--- config.mk ---
export PLATFORM = sky130hd
export DESIGN_NAME = mul_res_accumulator
export DESIGN_NICKNAME = d
export VERILOG_FILES = /design/src/rtl/mul_res_accumulator.sv
export SDC_FILE = /design/constraint.sdc
export NUM_CORES = 1
export LEC_CHECK = 0
export CORE_MARGIN = 3
export CORE_UTILIZATION = 59
export DETAILED_ROUTE_END_ITERATION = 8
export PLACE_DENSITY = 0.86
export SKIP_CTS_REPAIR_TIMING = 1
export SLEW_MARGIN = 20
export SYNTH_ARGS = -nofsm -noshare
export SYNTH_HDL_FRONTEND = slang
export SYNTH_SLANG_ARGS = --single-unit
--- constraint.sdc ---
create_clock -name clk -period 5.4 [get_ports clk]
set_input_delay 1.35 -clock clk [delete_from_list [all_inputs] [get_ports clk]]
set_output_delay 1.35 -clock clk [all_outputs]
set_load 0.01 [all_outputs]
--- src/rtl/mul_res_accumulator.sv ---
`default_nettype none
// +----------------------------------------------------------------------------+
// | Module      : mul_res_accumulator                                          |
// | Description : Accumulates signed products into dot-product results with   |
// |               a valid/ready handshake; MUL_RES_ACC_SAT_EN enables clamping |
// |               of the result to out_width (default build truncates).        |
// | Revision    : 1.0                                                          |
// +----------------------------------------------------------------------------+
module mul_res_accumulator #(
    parameter int in_width         = 32,
    parameter int acc_width        = 40,
    parameter int out_width        = 32,
    parameter int simulation_delay = 1
) (
    input  logic                 clk,
    input  logic                 rst,
    input  logic                 in_valid,
    output logic                 in_ready,
    input  logic [in_width-1:0]  in_prod,
    input  logic                 in_last,
    output logic                 out_valid,
    input  logic                 out_ready,
    output logic [out_width-1:0] out_sum,
    output logic [15:0]          out_cnt,
    output logic                 out_ovf
);

    localparam logic [15:0] c_CNT_MAX = 16'hFFFF;
    localparam logic [15:0] c_CNT_ONE = 16'd1;

    generate
        if (acc_width < in_width || acc_width > 64 || out_width > acc_width ||
            out_width < 2 || simulation_delay < 0) begin : g_bad_params
            $fatal(1, "mul_res_accumulator: illegal parameter combination");
        end
    endgenerate

    logic                 r_open;
    logic [acc_width-1:0] r_acc;
    logic [15:0]          r_cnt;
    logic                 r_out_valid;
    logic [out_width-1:0] r_out_sum;
    logic [15:0]          r_out_cnt;
    logic                 r_out_ovf;

    logic                 w_in_beat;
    logic                 w_out_beat;
    logic [acc_width-1:0] w_prod_ext;
    logic [acc_width-1:0] w_acc_next;
    logic [15:0]          w_cnt_next;
    logic [out_width-1:0] w_res_sum;
    logic                 w_res_ovf;

    assign in_ready   = !r_out_valid || out_ready;
    assign w_in_beat  = in_valid && in_ready;
    assign w_out_beat = r_out_valid && out_ready;

    generate
        if (acc_width > in_width) begin : g_ext_wide
            assign w_prod_ext = {{(acc_width-in_width){in_prod[in_width-1]}}, in_prod};
        end else begin : g_ext_same
            assign w_prod_ext = in_prod;
        end
    endgenerate

    // A beat with no open accumulation starts a new group, so no clear cycle is needed.
    always_comb begin
        w_acc_next = w_prod_ext;
        w_cnt_next = c_CNT_ONE;
        if (r_open) begin
            w_acc_next = r_acc + w_prod_ext;
            w_cnt_next = (r_cnt == c_CNT_MAX) ? r_cnt : r_cnt + c_CNT_ONE;
        end
    end

`ifdef MUL_RES_ACC_SAT_EN
    logic w_in_range;

    // In range when every bit above the result sign bit equals the accumulator sign.
    assign w_in_range = (w_acc_next[acc_width-1:out_width-1] ==
                         {(acc_width-out_width+1){w_acc_next[acc_width-1]}});

    always_comb begin
        w_res_sum = w_acc_next[out_width-1:0];
        w_res_ovf = 1'b0;
        if (!w_in_range) begin
            w_res_ovf = 1'b1;
            if (w_acc_next[acc_width-1]) begin
                w_res_sum = {1'b1, {(out_width-1){1'b0}}};
            end else begin
                w_res_sum = {1'b0, {(out_width-1){1'b1}}};
            end
        end
    end
`else
    assign w_res_sum = w_acc_next[out_width-1:0];
    assign w_res_ovf = 1'b0;
`endif

    always_ff @(posedge clk or posedge rst) begin
        if (rst) begin
            r_open      <= 1'b0;
            r_acc       <= '0;
            r_cnt       <= '0;
            r_out_valid <= 1'b0;
            r_out_sum   <= '0;
            r_out_cnt   <= '0;
            r_out_ovf   <= 1'b0;
        end else begin
            if (w_in_beat) begin
                r_acc  <= w_acc_next;
                r_cnt  <= w_cnt_next;
                r_open <= !in_last;
            end
            // A closing beat wins over a retiring output beat in the same cycle.
            if (w_in_beat && in_last) begin
                r_out_valid <= 1'b1;
                r_out_sum   <= w_res_sum;
                r_out_cnt   <= w_cnt_next;
                r_out_ovf   <= w_res_ovf;
            end else if (w_out_beat) begin
                r_out_valid <= 1'b0;
            end
        end
    end

    assign out_valid = r_out_valid;
    assign out_sum   = r_out_sum;
    assign out_cnt   = r_out_cnt;
    assign out_ovf   = r_out_ovf;

endmodule
`default_nettype wire

* Yosys cells after proc, flatten, opt, wreduce, memory -nomap -nowiden *
Cells that the tools add are included.

cells by class
  add/subtract/negate cells = 2
  multiplexer cells = 5
  equality and inequality tests = 1
  reduce and logical (&&, ||, !) cells = 7

operator list
  kind                                            count
  adder 40 bit                                    1
  2-to-1 mux 40 bit                               1
  2-to-1 mux 16 bit                               2
  adder 16 x 1 -> 16 bit (second input constant)  1
  equality test 16 bit (second input constant)    1
  logical AND 1 bit                               3
  zero test 1 bit                                 2
  2-to-1 mux 1 bit                                2
  nonzero test 2 bit                              1
  logical OR 1 bit                                1

word-level totals
  output and inout bits = 51
  register bits after elaboration = 106

* Logic depth before layout (Yosys ltp) *
  depth after elaboration = 5
  depth in mapped cells = 12
  depth with buffers taken out = 12

* Least setup slack after synthesis *
OpenSTA, ideal clock, no wires.

  path type = input port to flip-flop
  start point = in in_prod[0]
  end point = reg r_out_sum[28], in the netlist out_sum[28]
  slack = 1.549 ns
  path buffers = 0
  arrival time = 3.752 ns
  stages = 11
  setup time = 0.099 ns
  cells stage by stage = ha_1 > fa_1 > a211oi_2 > o21ai_1 > a221oi_2 > o21ai_2 > a41oi_2 > a21oi_2 > a221o_1 > xnor2_1 > a311oi_1

on the way
  longest elaborated chain between the ends = 2

RTL lines
  element               line  text
  start, declared       19    input logic [in_width-1:0] in_prod,
  adder 40 bit          71    w_acc_next = r_acc + w_prod_ext;
  2-to-1 mux 40 bit     70    if (r_open) begin
  end signal, assigned  118   r_out_sum <= w_res_sum;
  end, declared         42    logic [out_width-1:0] r_out_sum;

Every way passes these cells.
A chain may end at the register's enable or synchronous reset.

* Final worst setup path *
Same ends and word-level chain as after synthesis.

==> flow_summary.toml <==
[cells_and_area]
area_growth_pct = 18.6
fin_util_pct = 73.8
n_fill_cell = 701
antenna_cells = 0
nets = 801
drive_above_1_share_pct = 5.16

[die]
fp.dieH_um = 106
die_area_um2 = 11200
ios = 88
std_cell_rows = 35
dieWidth_um = 106
start_util_pct = 62.3
coreArea_um2 = 9460

[synthesis]
synth_nets = 736
synth_top_area_share_pct = 41.6
synth-main-ff-cell = "dfrtp_1"
synth.distinct_cells = 65
yosys_warnings = 0
synthArstFlopShare_pct = 100
yosysTopAreaCell = "dfrtp_1"
avgSynthCellArea_um2 = 8.84
synth-edff-count = 0
synth_seq_cells = 98
syn_area_um2 = 5890
post-synth-top-count-cell = "nand2_1"
yosysSeqAreaShare_pct = 41.6
ys_top_cells_by_count = "nand2_1 (115), dfrtp_1 (98), o21ai_0 (78), a21oi_1 (47), nor2_1 (42)"
synthCells = 666
synth.area.top_cells = "dfrtp_1 (42%), nand2_1 (7.3%), ha_1 (6.8%), o21ai_0 (6.6%), a21oi_1 (4.0%)"

[detailed_routing]
wl_per_cell_um = 16.1
vias_per_cell = 5.99
drt_wl_total_mm = 14.0
ant_nets = 0
drtPass1Iterations = 5
drc = 0
drt-initial-drc-count = 316
vias = 5184

[critical_path]
required_ps = 5690
end_kind = "register"
path_class = "input pin to register"
critPathMaxFanout = 4
cp.arrival_ps = 4570
reg2regPathDepth = 11
crit_path_start_kind = "input pin"

[cts]
clk_pin_slew_ps = 110
cts_inserted_buffers = 9
clockBufferDepth = 2
cts_tree = "done"
root_buffer = "clkbuf_8"
htreeDepth = 3
cts.sinks = 98
insertion_delay_ps = 370

[power]
clock_power_share_pct = 13.4
cellPowerDensity_nw_per_um2 = 499
vdd.ir_drop.worst_mv = 0.307
intPower_w = 0.00202
p_sw_w = 0.00146
leakage_nw = 3.13
sw_frac_of_total_pct = 41.9
comb_power_share_pct = 53.8
sequentialPowerShare_pct = 32.8

[global_route]
grt_pass1_vias = 5130
grt_pass1_wl_mm = 24.0
grt_usage_pct = 25.7
grt_max_degree = 81
globalRouteOverflowTotal = 0
antenna_found_initial = 0

[timing]
rsz0062_at_grt = "false"
setup_tns_ps = 0
worst_pin_slew_ps = 1040
finalSetupViolCount = 0
max_slew_margin_pct = 30.2
period_share_pct = 79.3
period_needed_ps = 4280
fmax_mhz = 233
final_hold_viol_count = 0
fin_worst_skew_ps = 10.7
slew_violations = 0

[worst_hold_path]
min_delay_path_depth = 2
holdCritPathClass = "register to register"

[placed_design]
dp_hpwl_mm = 9.80
io_buffers = 86
gp_congestion = 0.868

[flow_run]
drv_cap = 0

[status]
status = "finished clean"
==> layout make-up <==
class	instances	area [um^2]	area share (%)
Timing Repair Buffer	89	883	12.7
Clock inverter	7	62.6	0.896
Tap cell	129	161	2.31
Inverter	14	57.6	0.824
Sequential cell	98	2450	35.1
Multi-Input combinational cell	519	3240	46.4
Clock buffer	9	124	1.77
==> cell usage in the layout, fill, tap and decap left out, types with 7 or more instances in the layout <==
master	n
xor2_1	12
nor2_1	42
a31oi_1	13
inv_1	12
o31ai_1	10
ha_1	32
nand3_1	20
xnor2_1	26
nand2_1	113
o21ai_0	78
a21oi_1	47
clkdlybuf4s50_1	86
mux2i_1	17
and3_1	7
clkbuf_8	9
a21o_1	23
dfrtp_1	98
==> metal layers <==
layer	routed length [um]	track usage, %
met1	6160	33.9
met2	6740	43.9
met3	851	4.74
met4	212	6.75
met5	0	0
==> sequential cells by signal, summed over array words and instances (netlist names) <==
register,flops
out_sum,32
r_cnt,16
out_cnt,16
out_valid,1
r_acc,32
r_open,1
==> worst max-delay path, cell delays in order <==
cell and delay, ps:
clkdlybuf4s50_1 450, ha_1 250, fa_1 440, a211oi_2 360, o21ai_1 150, a221oi_2 350, o21ai_2 170, a41oi_2 200
a21oi_2 100, a221o_1 340, xnor2_1 140, a311oi_1 270
==> metrics by stage <==
| step | instances | area (um^2) | total power (W) | setup WS, ps | hold WS (ps) |
|---|---|---|---|---|---|
| after global routing | 865 | 6980 | 0.00375 | 1020 | 517 |
| final | 865 | 6980 | 0.00348 | 1120 | 485 |
| after floorplan | 666 | 5890 | 0.00242 | 1490 | 454 |
| after detailed placement | 849 | 6780 | 0.00301 | 754 | 464 |
| after CTS | 865 | 6970 | 0.00348 | 1140 | 488 |
| after global placement | 849 | 6780 | 0.00293 | 907 | 458 |
==> worst paths after layout <==
path	end	slack, ps	start
worst max-delay path	out_sum[28]	1120	in_prod[0]
worst min-delay path	out_cnt[9]	490	out_cnt[9]
worst max register to register	out_sum[28]	2190	r_acc[0]
worst min register to register	out_cnt[9]	490	out_cnt[9]
max in group asynchronous	r_acc[22]	3200	rst
min in group asynchronous	r_acc[3]	1470	rst
==> power groups by stage <==
stage / sequential, W / clock [W] / combinational (W)
after floorplan: 0.00117 / 0 / 0.00125
after global placement: 0.00114 / 0 / 0.00180
after detailed placement: 0.00116 / 0 / 0.00185
after CTS: 0.00114 / 0.000472 / 0.00186
after global routing: 0.00117 / 0.000498 / 0.00208
final: 0.00114 / 0.000467 / 0.00187
==> kinds of logic (layout without fill, tap and decap cells) <==
group / count (synthesis) / in the layout / synth area share, %
simple gates: 215 / 215 / 16.3
compound gates: 213 / 213 / 22.4
flops: 98 / 98 / 41.6
buf+inv: 49 / 119 / 3.57
xor+xnor: 38 / 38 / 5.65
fa+ha+maj: 33 / 33 / 7.14
mux: 19 / 19 / 3.27
other cells: 1 / 1 / 0.0637
Power figures use the tool's default switching activity.
